$ cat src/rtl/id_ex_stage_pkg.sv
// rtl/id_ex_stage_pkg.sv - opcode/funct encodings, pc_src codes and control bundle for the ID stage
package id_ex_stage_pkg;

   localparam logic [5:0] OP_RTYPE = 6'h00;
   localparam logic [5:0] OP_J     = 6'h02;
   localparam logic [5:0] OP_JAL   = 6'h03;
   localparam logic [5:0] OP_BEQ   = 6'h04;
   localparam logic [5:0] OP_BNE   = 6'h05;
   localparam logic [5:0] OP_ADDI  = 6'h08;
   localparam logic [5:0] OP_SLTI  = 6'h0A;
   localparam logic [5:0] OP_ANDI  = 6'h0C;
   localparam logic [5:0] OP_ORI   = 6'h0D;
   localparam logic [5:0] OP_XORI  = 6'h0E;
   localparam logic [5:0] OP_LUI   = 6'h0F;
   localparam logic [5:0] OP_LB    = 6'h20;
   localparam logic [5:0] OP_LH    = 6'h21;
   localparam logic [5:0] OP_LW    = 6'h23;
   localparam logic [5:0] OP_LBU   = 6'h24;
   localparam logic [5:0] OP_LHU   = 6'h25;
   localparam logic [5:0] OP_LWU   = 6'h27;
   localparam logic [5:0] OP_SB    = 6'h28;
   localparam logic [5:0] OP_SH    = 6'h29;
   localparam logic [5:0] OP_SW    = 6'h2B;

   localparam logic [5:0] FUNCT_JR   = 6'h08;
   localparam logic [5:0] FUNCT_JALR = 6'h09;

   // bit0 of pc_src doubles as the taken/flush indication for fetch
   localparam logic [2:0] PC_SRC_SEQ    = 3'b000;
   localparam logic [2:0] PC_SRC_BRANCH = 3'b001;
   localparam logic [2:0] PC_SRC_JUMP   = 3'b011;
   localparam logic [2:0] PC_SRC_JREG   = 3'b101;

   typedef struct packed {
      logic reg_dst;
      logic alu_src;
      logic mem_read;
      logic mem_write;
      logic mem_to_reg;
      logic reg_write;
      logic link;
   } ctrl_t;

endpackage

$ cat src/rtl/id_ex_stage_register_file.sv
// rtl/id_ex_stage_register_file.sv - 32-entry register file, two operand reads, debug read, write-through bypass
module register_file #(
   parameter int len_data = 32,
   parameter int len_reg  = 5
) (
   input  logic                clk,
   input  logic                reset,
   input  logic [len_reg-1:0]  rs_addr,
   input  logic [len_reg-1:0]  rt_addr,
   input  logic [len_reg-1:0]  debug_addr,
   input  logic                wr_en,
   input  logic [len_reg-1:0]  wr_addr,
   input  logic [len_data-1:0] wr_data,
   output logic [len_data-1:0] rs_data,
   output logic [len_data-1:0] rt_data,
   output logic [len_data-1:0] debug_data
);

   localparam int num_regs = 1 << len_reg;

   logic [len_data-1:0] regs [num_regs];

   // Storage: cleared on reset, written on posedge; r0 is never written
   always_ff @(posedge clk or posedge reset) begin
      if (reset) begin
         for (int i = 0; i < num_regs; i++) regs[i] <= '0;
      end else if (wr_en && (wr_addr != '0)) begin
         regs[wr_addr] <= wr_data;
      end
   end

   // Reads see the value being written back this cycle, so WB->ID needs no extra stall
   assign rs_data    = (rs_addr == '0) ? '0 :
                       (wr_en && (wr_addr == rs_addr)) ? wr_data : regs[rs_addr];
   assign rt_data    = (rt_addr == '0) ? '0 :
                       (wr_en && (wr_addr == rt_addr)) ? wr_data : regs[rt_addr];
   assign debug_data = (debug_addr == '0) ? '0 :
                       (wr_en && (wr_addr == debug_addr)) ? wr_data : regs[debug_addr];

endmodule

$ cat src/rtl/id_ex_stage.sv
// rtl/id_ex_stage.sv - MIPS decode stage with branch resolution, hazard stall and ID/EX latch
module id_ex_stage
   import id_ex_stage_pkg::*;
#(
   parameter int len_data = 32,
   parameter int len_reg  = 5
) (
   input  logic                clk,
   input  logic                reset,
   input  logic [len_data-1:0] in_instruction,
   input  logic [len_data-1:0] in_pc_branch,
   input  logic                in_halt_flag,
   input  logic                in_wb_reg_write,
   input  logic [len_reg-1:0]  in_wb_addr,
   input  logic [len_data-1:0] in_wb_data,
   input  logic                in_ex_mem_read,
   input  logic                in_ex_reg_write,
   input  logic [len_reg-1:0]  in_ex_write_reg,
   input  logic [len_reg-1:0]  in_debug_reg_addr,
   output logic [2:0]          out_pc_src,
   output logic [len_data-1:0] out_branch_address,
   output logic [len_data-1:0] out_pc_jump,
   output logic [len_data-1:0] out_pc_register,
   output logic                out_stall_flag,
   output logic [len_data-1:0] out_rs_data,
   output logic [len_data-1:0] out_rt_data,
   output logic [len_data-1:0] out_imm,
   output logic [len_reg-1:0]  out_rs,
   output logic [len_reg-1:0]  out_rt,
   output logic [len_reg-1:0]  out_rd,
   output logic [len_reg-1:0]  out_shamt,
   output logic [5:0]          out_opcode,
   output logic [5:0]          out_funct,
   output logic                out_reg_dst,
   output logic                out_alu_src,
   output logic                out_mem_read,
   output logic                out_mem_write,
   output logic                out_mem_to_reg,
   output logic                out_reg_write,
   output logic                out_link,
   output logic [len_data-1:0] out_pc_link,
   output logic                out_halt_flag,
   output logic [len_data-1:0] out_reg_debug
);

   typedef struct packed {
      ctrl_t               ctrl;
      logic [len_data-1:0] rs_data;
      logic [len_data-1:0] rt_data;
      logic [len_data-1:0] imm;
      logic [len_data-1:0] pc_link;
      logic [len_reg-1:0]  rs;
      logic [len_reg-1:0]  rt;
      logic [len_reg-1:0]  rd;
      logic [len_reg-1:0]  shamt;
      logic [5:0]          opcode;
      logic [5:0]          funct;
   } idex_t;

   logic [5:0]          opcode, funct;
   logic [len_reg-1:0]  rs, rt, rd, shamt, rd_sel;
   logic [15:0]         imm16;
   logic [len_data-1:0] sext_imm, imm_ext, rs_data, rt_data;
   ctrl_t               ctrl;
   logic                is_rtype, is_jr, is_jalr, is_beq, is_bne, is_branch, is_store;
   logic                load_use, branch_hazard;
   idex_t               idex_d, idex_q;

   assign opcode   = in_instruction[31:26];
   assign rs       = in_instruction[25:21];
   assign rt       = in_instruction[20:16];
   assign rd       = in_instruction[15:11];
   assign shamt    = in_instruction[10:6];
   assign funct    = in_instruction[5:0];
   assign imm16    = in_instruction[15:0];
   assign sext_imm = {{(len_data-16){imm16[15]}}, imm16};

   assign is_rtype  = (opcode == OP_RTYPE);
   assign is_jr     = is_rtype && (funct == FUNCT_JR);
   assign is_jalr   = is_rtype && (funct == FUNCT_JALR);
   assign is_beq    = (opcode == OP_BEQ);
   assign is_bne    = (opcode == OP_BNE);
   assign is_branch = is_beq || is_bne;
   assign is_store  = (opcode == OP_SB) || (opcode == OP_SH) || (opcode == OP_SW);

   register_file #(.len_data(len_data), .len_reg(len_reg)) u_regfile (
      .clk        (clk),
      .reset      (reset),
      .rs_addr    (rs),
      .rt_addr    (rt),
      .debug_addr (in_debug_reg_addr),
      .wr_en      (in_wb_reg_write),
      .wr_addr    (in_wb_addr),
      .wr_data    (in_wb_data),
      .rs_data    (rs_data),
      .rt_data    (rt_data),
      .debug_data (out_reg_debug)
   );

   // Main decoder: control bundle, extended immediate and destination index
   always_comb begin
      ctrl    = '0;
      imm_ext = sext_imm;
      rd_sel  = rd;
      if (in_instruction != '0) begin
         case (opcode)
            OP_RTYPE: begin
               if (funct != FUNCT_JR) begin
                  ctrl.reg_dst   = 1'b1;
                  ctrl.reg_write = 1'b1;
               end
               ctrl.link = (funct == FUNCT_JALR);
            end
            OP_ADDI, OP_SLTI, OP_LUI: begin
               ctrl.alu_src   = 1'b1;
               ctrl.reg_write = 1'b1;
            end
            OP_ANDI, OP_ORI, OP_XORI: begin
               ctrl.alu_src   = 1'b1;
               ctrl.reg_write = 1'b1;
               imm_ext        = {{(len_data-16){1'b0}}, imm16};
            end
            OP_LB, OP_LH, OP_LW, OP_LBU, OP_LHU, OP_LWU: begin
               ctrl.mem_read   = 1'b1;
               ctrl.mem_to_reg = 1'b1;
               ctrl.alu_src    = 1'b1;
               ctrl.reg_write  = 1'b1;
            end
            OP_SB, OP_SH, OP_SW: begin
               ctrl.mem_write = 1'b1;
               ctrl.alu_src   = 1'b1;
            end
            OP_JAL: begin
               ctrl.reg_dst   = 1'b1;
               ctrl.reg_write = 1'b1;
               ctrl.link      = 1'b1;
               rd_sel         = '1;
            end
            default: ;
         endcase
      end
   end

   // A load in EX cannot forward in time; the rs field is always treated as a source
   assign load_use = in_ex_mem_read && (in_ex_write_reg != '0) &&
                     ((in_ex_write_reg == rs) ||
                      ((is_rtype || is_branch || is_store) && (in_ex_write_reg == rt)));

   // Branch compare happens in ID, so any ALU result still in EX must land first
   assign branch_hazard = (is_branch || is_jr || is_jalr) && in_ex_reg_write &&
                          (in_ex_write_reg != '0) &&
                          ((in_ex_write_reg == rs) || (is_branch && (in_ex_write_reg == rt)));

   // Gated by reset so a stall releases the moment reset asserts
   assign out_stall_flag = !reset && (load_use || branch_hazard);

   assign out_branch_address = in_pc_branch + {sext_imm[len_data-3:0], 2'b00};
   assign out_pc_jump        = {in_pc_branch[len_data-1:len_data-4], in_instruction[25:0], 2'b00};
   assign out_pc_register    = rs_data;

   // Branch/jump resolution; stays sequential while stalled or in reset
   always_comb begin
      out_pc_src = PC_SRC_SEQ;
      if (!reset && !out_stall_flag) begin
         if ((is_beq && (rs_data == rt_data)) || (is_bne && (rs_data != rt_data)))
            out_pc_src = PC_SRC_BRANCH;
         else if ((opcode == OP_J) || (opcode == OP_JAL))
            out_pc_src = PC_SRC_JUMP;
         else if (is_jr || is_jalr)
            out_pc_src = PC_SRC_JREG;
      end
   end

   assign idex_d = '{ctrl: ctrl, rs_data: rs_data, rt_data: rt_data, imm: imm_ext,
                     pc_link: in_pc_branch, rs: rs, rt: rt, rd: rd_sel, shamt: shamt,
                     opcode: opcode, funct: funct};

   // ID/EX latch: a stall loads an all-zero bubble; halt marker passes through regardless
   always_ff @(posedge clk or posedge reset) begin
      if (reset) begin
         idex_q        <= '0;
         out_halt_flag <= 1'b0;
      end else begin
         out_halt_flag <= in_halt_flag;
         idex_q        <= out_stall_flag ? '0 : idex_d;
      end
   end

   assign out_rs_data    = idex_q.rs_data;
   assign out_rt_data    = idex_q.rt_data;
   assign out_imm        = idex_q.imm;
   assign out_rs         = idex_q.rs;
   assign out_rt         = idex_q.rt;
   assign out_rd         = idex_q.rd;
   assign out_shamt      = idex_q.shamt;
   assign out_opcode     = idex_q.opcode;
   assign out_funct      = idex_q.funct;
   assign out_pc_link    = idex_q.pc_link;
   assign out_reg_dst    = idex_q.ctrl.reg_dst;
   assign out_alu_src    = idex_q.ctrl.alu_src;
   assign out_mem_read   = idex_q.ctrl.mem_read;
   assign out_mem_write  = idex_q.ctrl.mem_write;
   assign out_mem_to_reg = idex_q.ctrl.mem_to_reg;
   assign out_reg_write  = idex_q.ctrl.reg_write;
   assign out_link       = idex_q.ctrl.link;

endmodule

$ cat config.mk
export PLATFORM = sky130hd
export DESIGN_NAME = id_ex_stage
export DESIGN_NICKNAME = d
export VERILOG_FILES = /design/src/rtl/id_ex_stage_pkg.sv /design/src/rtl/id_ex_stage_register_file.sv /design/src/rtl/id_ex_stage.sv
export SDC_FILE = /design/constraint.sdc
export NUM_CORES = 2
export LEC_CHECK = 0
export BUFFER_PORTS_ARGS = -buffer_cell sky130_fd_sc_hd__buf_2
export CORE_MARGIN = 2
export CORE_UTILIZATION = 25
export CTS_CLUSTER_SIZE = 40
export DETAILED_ROUTE_END_ITERATION = 10
export SLEW_MARGIN = 40
export SYNTH_ARGS = -nofsm -noshare
export SYNTH_HDL_FRONTEND = slang
export SYNTH_SLANG_ARGS = --single-unit
$ cat constraint.sdc
create_clock -name clk -period 48.3 [get_ports clk]
set_clock_uncertainty 0.1 [all_clocks]
set_input_delay 4.83 -clock clk [delete_from_list [all_inputs] [get_ports clk]]
set_output_delay 4.83 -clock clk [all_outputs]
set_load 0.02 [all_outputs]
# After elaboration in Yosys (flattened, before gate mapping)
# Cells that the tools add are included.
[totals]
reg_bits = 1192
latch_bits = 0
ramBits = 0
mem_bits_ro = 0
input_bits = 117
out_inout_bits = 300
memories = 0
[classes]
addsub = 1
n_mul = 0
div = 0
order_cmp = 5
eq_ne = 29
n_shift = 0
muxes = 35
n_bitwise = 4
n_reduce_logical = 45
[ops]
columns = ["operator", "count"]
rows = [
  ["bitwise mux 1024 bit", 1],
  ["binary-select mux 32 bit (select 5 bit)", 3],
  ["two-way mux 32 bit", 15],
  ["two-way mux 167 bit", 1],
  ["demux 32 bit (select 5 bit)", 1],
  ["== test 6 bit, second input constant", 9],
  ["== test 6 x 4 -> 1 bit, second input constant", 8],
  ["adder 32 bit", 1],
  ["== test 32 bit", 1],
  ["!= test 32 bit", 1],
  ["nonzero test 32 bit", 1],
  ["== test 5 bit", 5],
  ["greater-or-equal comparator 6 bit, second input constant", 4],
  ["NOT 5 -> 6 bit", 4],
  ["logical AND 1 bit", 18],
  ["zero test 5 bit", 3],
  ["OR reduction 15 bit", 1],
  ["logical OR 1 bit", 13],
  ["OR reduction 13 bit", 1],
  ["== test 6 x 2 -> 1 bit, second input constant", 2],
  ["== test 6 x 3 -> 1 bit, second input constant", 2],
  ["two-way mux 3 bit", 4],
  ["two-way mux 5 bit", 2],
  ["nonzero test 5 bit", 2],
  ["other kinds (9)", 16],
]

# Logic depth before layout (Yosys ltp)
[depth]
depth_word = 12
mapped_depth = 17
ltp_nobuf = 14

# Hierarchy
# Synthesis repeated with hierarchy kept, for this count alone.
[unflattened]
cells_unflattened = 5158
hier_area_um2 = 70385.0
[by_module_without_submodules]
columns = ["module", "instances", "cells_per_inst", "area_per_inst_um2", "seq_area_each_um2"]
rows = [
  ["register_file", 1, 4458, 63111.8, 25624.6],
  ["id_ex_stage", 1, 700, 7273.2, 3528.4],
]

# Worst setup path after synthesis
# OpenSTA, ideal clock, no wires.
[synth_timing]
path_kind = "in2out"
start = "input port reset"
end = "output port out_pc_src[1]"
arrival_time_ps = 33892
setup_slack_ps = 9478
stages = 3
path_buffers = 0
path_cell_list = "inv_1 > o31ai_1 > nor2_1"
[synth_between]
elab_chain_cells = 5
[synth_rtl]
columns = ["element", "line_no", "source"]
rows = [
  ["start, declared", "id_ex_stage.sv:9", "input logic reset,"],
  ["zero test 1 bit (no line) *", "-", ""],
  ["logical AND 1 bit", "id_ex_stage.sv:155", "assign out_stall_flag = !reset && (load_use || branch_hazard);"],
  ["zero test 1 bit", "id_ex_stage.sv:164", "if (!reset && !out_stall_flag) begin"],
  ["logical AND 1 bit *", "id_ex_stage.sv:164", ""],
  ["two-way mux 3 bit *", "id_ex_stage.sv:164", ""],
  ["end, declared", "id_ex_stage.sv:20", "output logic [2:0] out_pc_src,"],
]
# Every way passes the cells marked *; elsewhere a longest branch is shown, timed or not.

# Worst setup path after layout
[layout_timing]
start = "input port in_instruction[21]"
end = "output port out_pc_src[0]"
[layout_between]
elab_chain_cells = 11
elab_cells_between_ends = 25
classes_between = "eq/ne: 4; mux: 7; bitwise: 1; reduce/logical: 13"
[layout_rtl]
columns = ["element", "line_no", "source"]
rows = [
  ["start, declared", "id_ex_stage.sv:10", "input logic [len_data-1:0] in_instruction,"],
  ["NOT 5 -> 6 bit (not written as such)", "id_ex_stage_register_file.sv:34", "(wr_en && (wr_addr == rs_addr)) ? wr_data : regs[rs_addr];"],
  ["binary-select mux 32 bit (select 5 bit)", "id_ex_stage_register_file.sv:34", ""],
  ["two-way mux 32 bit (not written as such) (2 in series)", "id_ex_stage_register_file.sv:34", ""],
  ["two-way mux 32 bit", "id_ex_stage_register_file.sv:34", ""],
  ["two-way mux 32 bit", "id_ex_stage_register_file.sv:33", "assign rs_data = (rs_addr == '0) ? '0 :"],
  ["== test 32 bit or != test 32 bit (tied branches)", "id_ex_stage.sv:165", "if ((is_beq && (rs_data == rt_data)) || (is_bne && (rs_data != rt_data)))"],
  ["logical AND 1 bit", "id_ex_stage.sv:165", ""],
  ["logical OR 1 bit", "id_ex_stage.sv:165", ""],
  ["two-way mux 3 bit", "id_ex_stage.sv:165", ""],
  ["two-way mux 3 bit *", "id_ex_stage.sv:164", ""],
]
# Every way passes the cells marked *; elsewhere a longest branch is shown, timed or not. The select of a mux whose other input is x is not followed.

==> impl_metrics.tcl <==
set metrics [dict create \
    path_max_fanout 75 \
    drv_slew 0 \
    grt_max_degree 117 \
    cp.arrival_ps 11220 \
    path_delay_family "simple AND/OR/NAND/NOR gates" \
    r2r_setup_slack_ps 45390 \
    cp_slowest_cell "o2bb2ai_1" \
    ctsHoldBuffers 0 \
    fin_crit_ps 16150 \
    io_pins 417 \
    synthArstFlopShare_pct 100 \
    grtUsageTotal_pct 19.6 \
    synth_cell_type_count 89 \
    postRouteAntennaNets 0 \
    leakage_nw 34.0 \
    cp-endpoint "out_pc_src[0]" \
    htree_levels 4 \
    drc 0 \
    postCtsSetupBuffers 0 \
    yosysWarnings 0 \
    vdd.ir_drop.worst_mv 0.0286 \
    hold_viol 0 \
    synthesis.area_mm2 0.0710 \
    fp-row-count 195 \
    p_per_area_mw_per_mm2 41.0 \
    cts_buffer_depth 4 \
    reg2reg_to "out_rt_data[7]" \
    cts_resized 0 \
    cts-root-buf "clkbuf_16" \
    slowest_delay_ps 830 \
    r2r-start "u_regfile.regs[7]" \
    drt_iter0_drc 5994 \
    slew_headroom_pct 33.0 \
    clkLatencyLatePin_ps 850 \
    clkTransAtPathRegs_ps 60 \
    rsz0062_at_grt "no" \
    die_h_um 537 \
    path_common_cell "buf_12" \
    crit_type "in2out" \
    gp_congestion 0.926 \
    synth-seq-cells 1165 \
    grt_overflow 0 \
    drv_cap 0 \
    dp_slack_ps 32300 \
    synth-edff-count 0 \
    die_x_um 537 \
    route.vias.total 50701 \
    post_drt_wl_per_cell_um 32.3 \
    tightestPinTransition_ps 1010 \
    avgSynthCellArea_um2 14.3 \
    avgViaCountPerCell 5.68 \
    end_kind "output pin" \
    areaGrowthSynthToFinish_pct 14.9 \
    path_cells "buf_8 -> buf_12 -> buf_12 -> buf_16 -> nor3_4 -> buf_4 -> nor2_1 -> a22oi_1 -> o2bb2ai_1 -> xor2_1 -> nor4_1 -> nand3_1 -> nor4_4 -> mux2i_1 -> nand2_1 -> buf_2" \
    final_nets 5223 \
    cp.depth 16 \
    status "finished, final reports clean" \
    port_buffers 414 \
    grt_pass1_wl_mm 404 \
    routed_wl_mm 289 \
    layout.cells.non_filler 8934 \
    worstRegToRegCells 5 \
    clkSinkCount 1165 \
    dp_hpwl_mm 181 \
    fin_ws_ps 32150 \
    setup.worst_path.start_class "primary input" \
    drive_gt1_share_pct 52.4 \
    setup_violations 0 \
    core_mm2 0.282 \
    dp_cells 8670 \
    nFillCells 28177 \
    seq_area_frac_synth_pct 41.1 \
    drt_pass1_iterations 5 \
    synth_cells 4956 \
    hp-class "reg2reg" \
    antenna_found_initial 48 \
    grt_pass1_vias 51100 \
    worst-path-buf-inv 6 \
    fmax_mhz 61.9 \
    critPathRequiredTime_ps 43370 \
    timing.setup.tns_ps 0 \
    initial_core_util_pct 25.1 \
    synth_flop_cell "dfrtp_1" \
    fin_crit_sh_pct 33.4 \
    startpoint "in_instruction[21]" \
    design_power_total_mw 3.35 \
    fp.dieArea_mm2 0.288 \
    cts_tree "done" \
    cts_buffers 146 \
    final_core_util_pct 28.9 \
]
## power by group
| part | internal [mW] | switching [mW] |
|---|---|---|
| Combinational | 0.457 | 0.431 |
| Sequential | 1.15 | 0.170 |
| Clock | 0.669 | 0.465 |
| Total | 2.28 | 1.07 |
## per-layer routing
layer / track usage [%] / share of wire [%] / routed length, um
met5: 0 / 0.086 / 248
met3: 4.92 / 9.7 / 27900
met4: 14.8 / 8.9 / 25600
met2: 30.7 / 46 / 132000
met1: 23.2 / 36 / 103000
## kinds of logic after synthesis
family	Yosys count	synth area share [%]
xor+xnor	79	0.975
compound gates	441	4.39
fa+ha+maj	30	0.540
simple gates	536	3.77
other cells	1	0.00528
buf+inv	630	4.37
mux	2074	44.9
flops	1165	41.1
## cells in the final DEF, fill, tap and decap left out, types with 25 or more instances in the layout
cell type and n:
inv_1 33, mux4_2 768, xor2_1 28, a211oi_1 59, clkbuf_16 148, nor2_1 125, buf_2 403, nor3_1 33
a21oi_1 93, dfrtp_1 1165, buf_6 34, buf_4 103, nand3_1 44, o22ai_1 40, mux2i_1 242, mux2_2 1054
o221ai_1 29, nor2b_1 91, clkbuf_8 25, xnor2_1 51, o21ai_0 49, ha_1 29, nand2_1 94
## layout make-up
class	count	area (um^2)	share of cell area, %
Inverter	38	160	0.196
Timing Repair Buffer	563	3640	4.46
Clock inverter	52	661	0.810
Tap cell	3743	4680	5.74
Clock buffer	192	4120	5.05
Multi-Input combinational cell	3162	39100	47.9
Sequential cell	1165	29200	35.7
Antenna cell	19	47.5	0.0583
## worst min path at each step
stage | start | endpoint | slack, ps | cells past startpoint
floorplan | u_regfile.regs[1000] | u_regfile.regs[1000] | 360 | 1
global placement | u_regfile.regs[1007] | u_regfile.regs[1007] | 290 | 0
detailed placement | u_regfile.regs[1002] | u_regfile.regs[1002] | 300 | 0
CTS | u_regfile.regs[1016] | u_regfile.regs[1016] | 320 | 0
global route | u_regfile.regs[1018] | u_regfile.regs[1018] | 330 | 0
finish | u_regfile.regs[1016] | u_regfile.regs[1016] | 320 | 0
## synthesized netlist by cell type (36+ instances only)
master	count	area share [%]
mux4_2	768	24
dfrtp_1	1165	41
mux2i_1	243	3.4
inv_1	36	0.19
o22ai_1	40	0.35
nand2_1	110	0.58
nand3_1	45	0.32
a21oi_1	94	0.66
buf_1	96	0.51
clkbuf_1	304	1.6
buf_2	65	0.46
nor3_1	36	0.25
a211oi_1	67	0.71
mux2_2	1054	17
buf_4	98	1.0
xnor2_1	51	0.63
nor2b_1	97	0.86
o21ai_0	50	0.35
nor2_1	147	0.78
## flip-flops by register name, summed over array words and instances, names as in the netlist, 6 cells and up
register        count
out_opcode          6
out_rt_data        32
out_imm             8
out_pc_link        32
out_rs_data        32
u_regfile.regs   1024
## metrics by stage
step / hold WS [ps] / instance area (um^2)
floorplan: 358 / 71000
global placement: 293 / 76200
detailed placement: 304 / 76700
CTS: 318 / 81500
global route: 331 / 81500
finish: 318 / 81600
(Power assumes the default switching activity.)
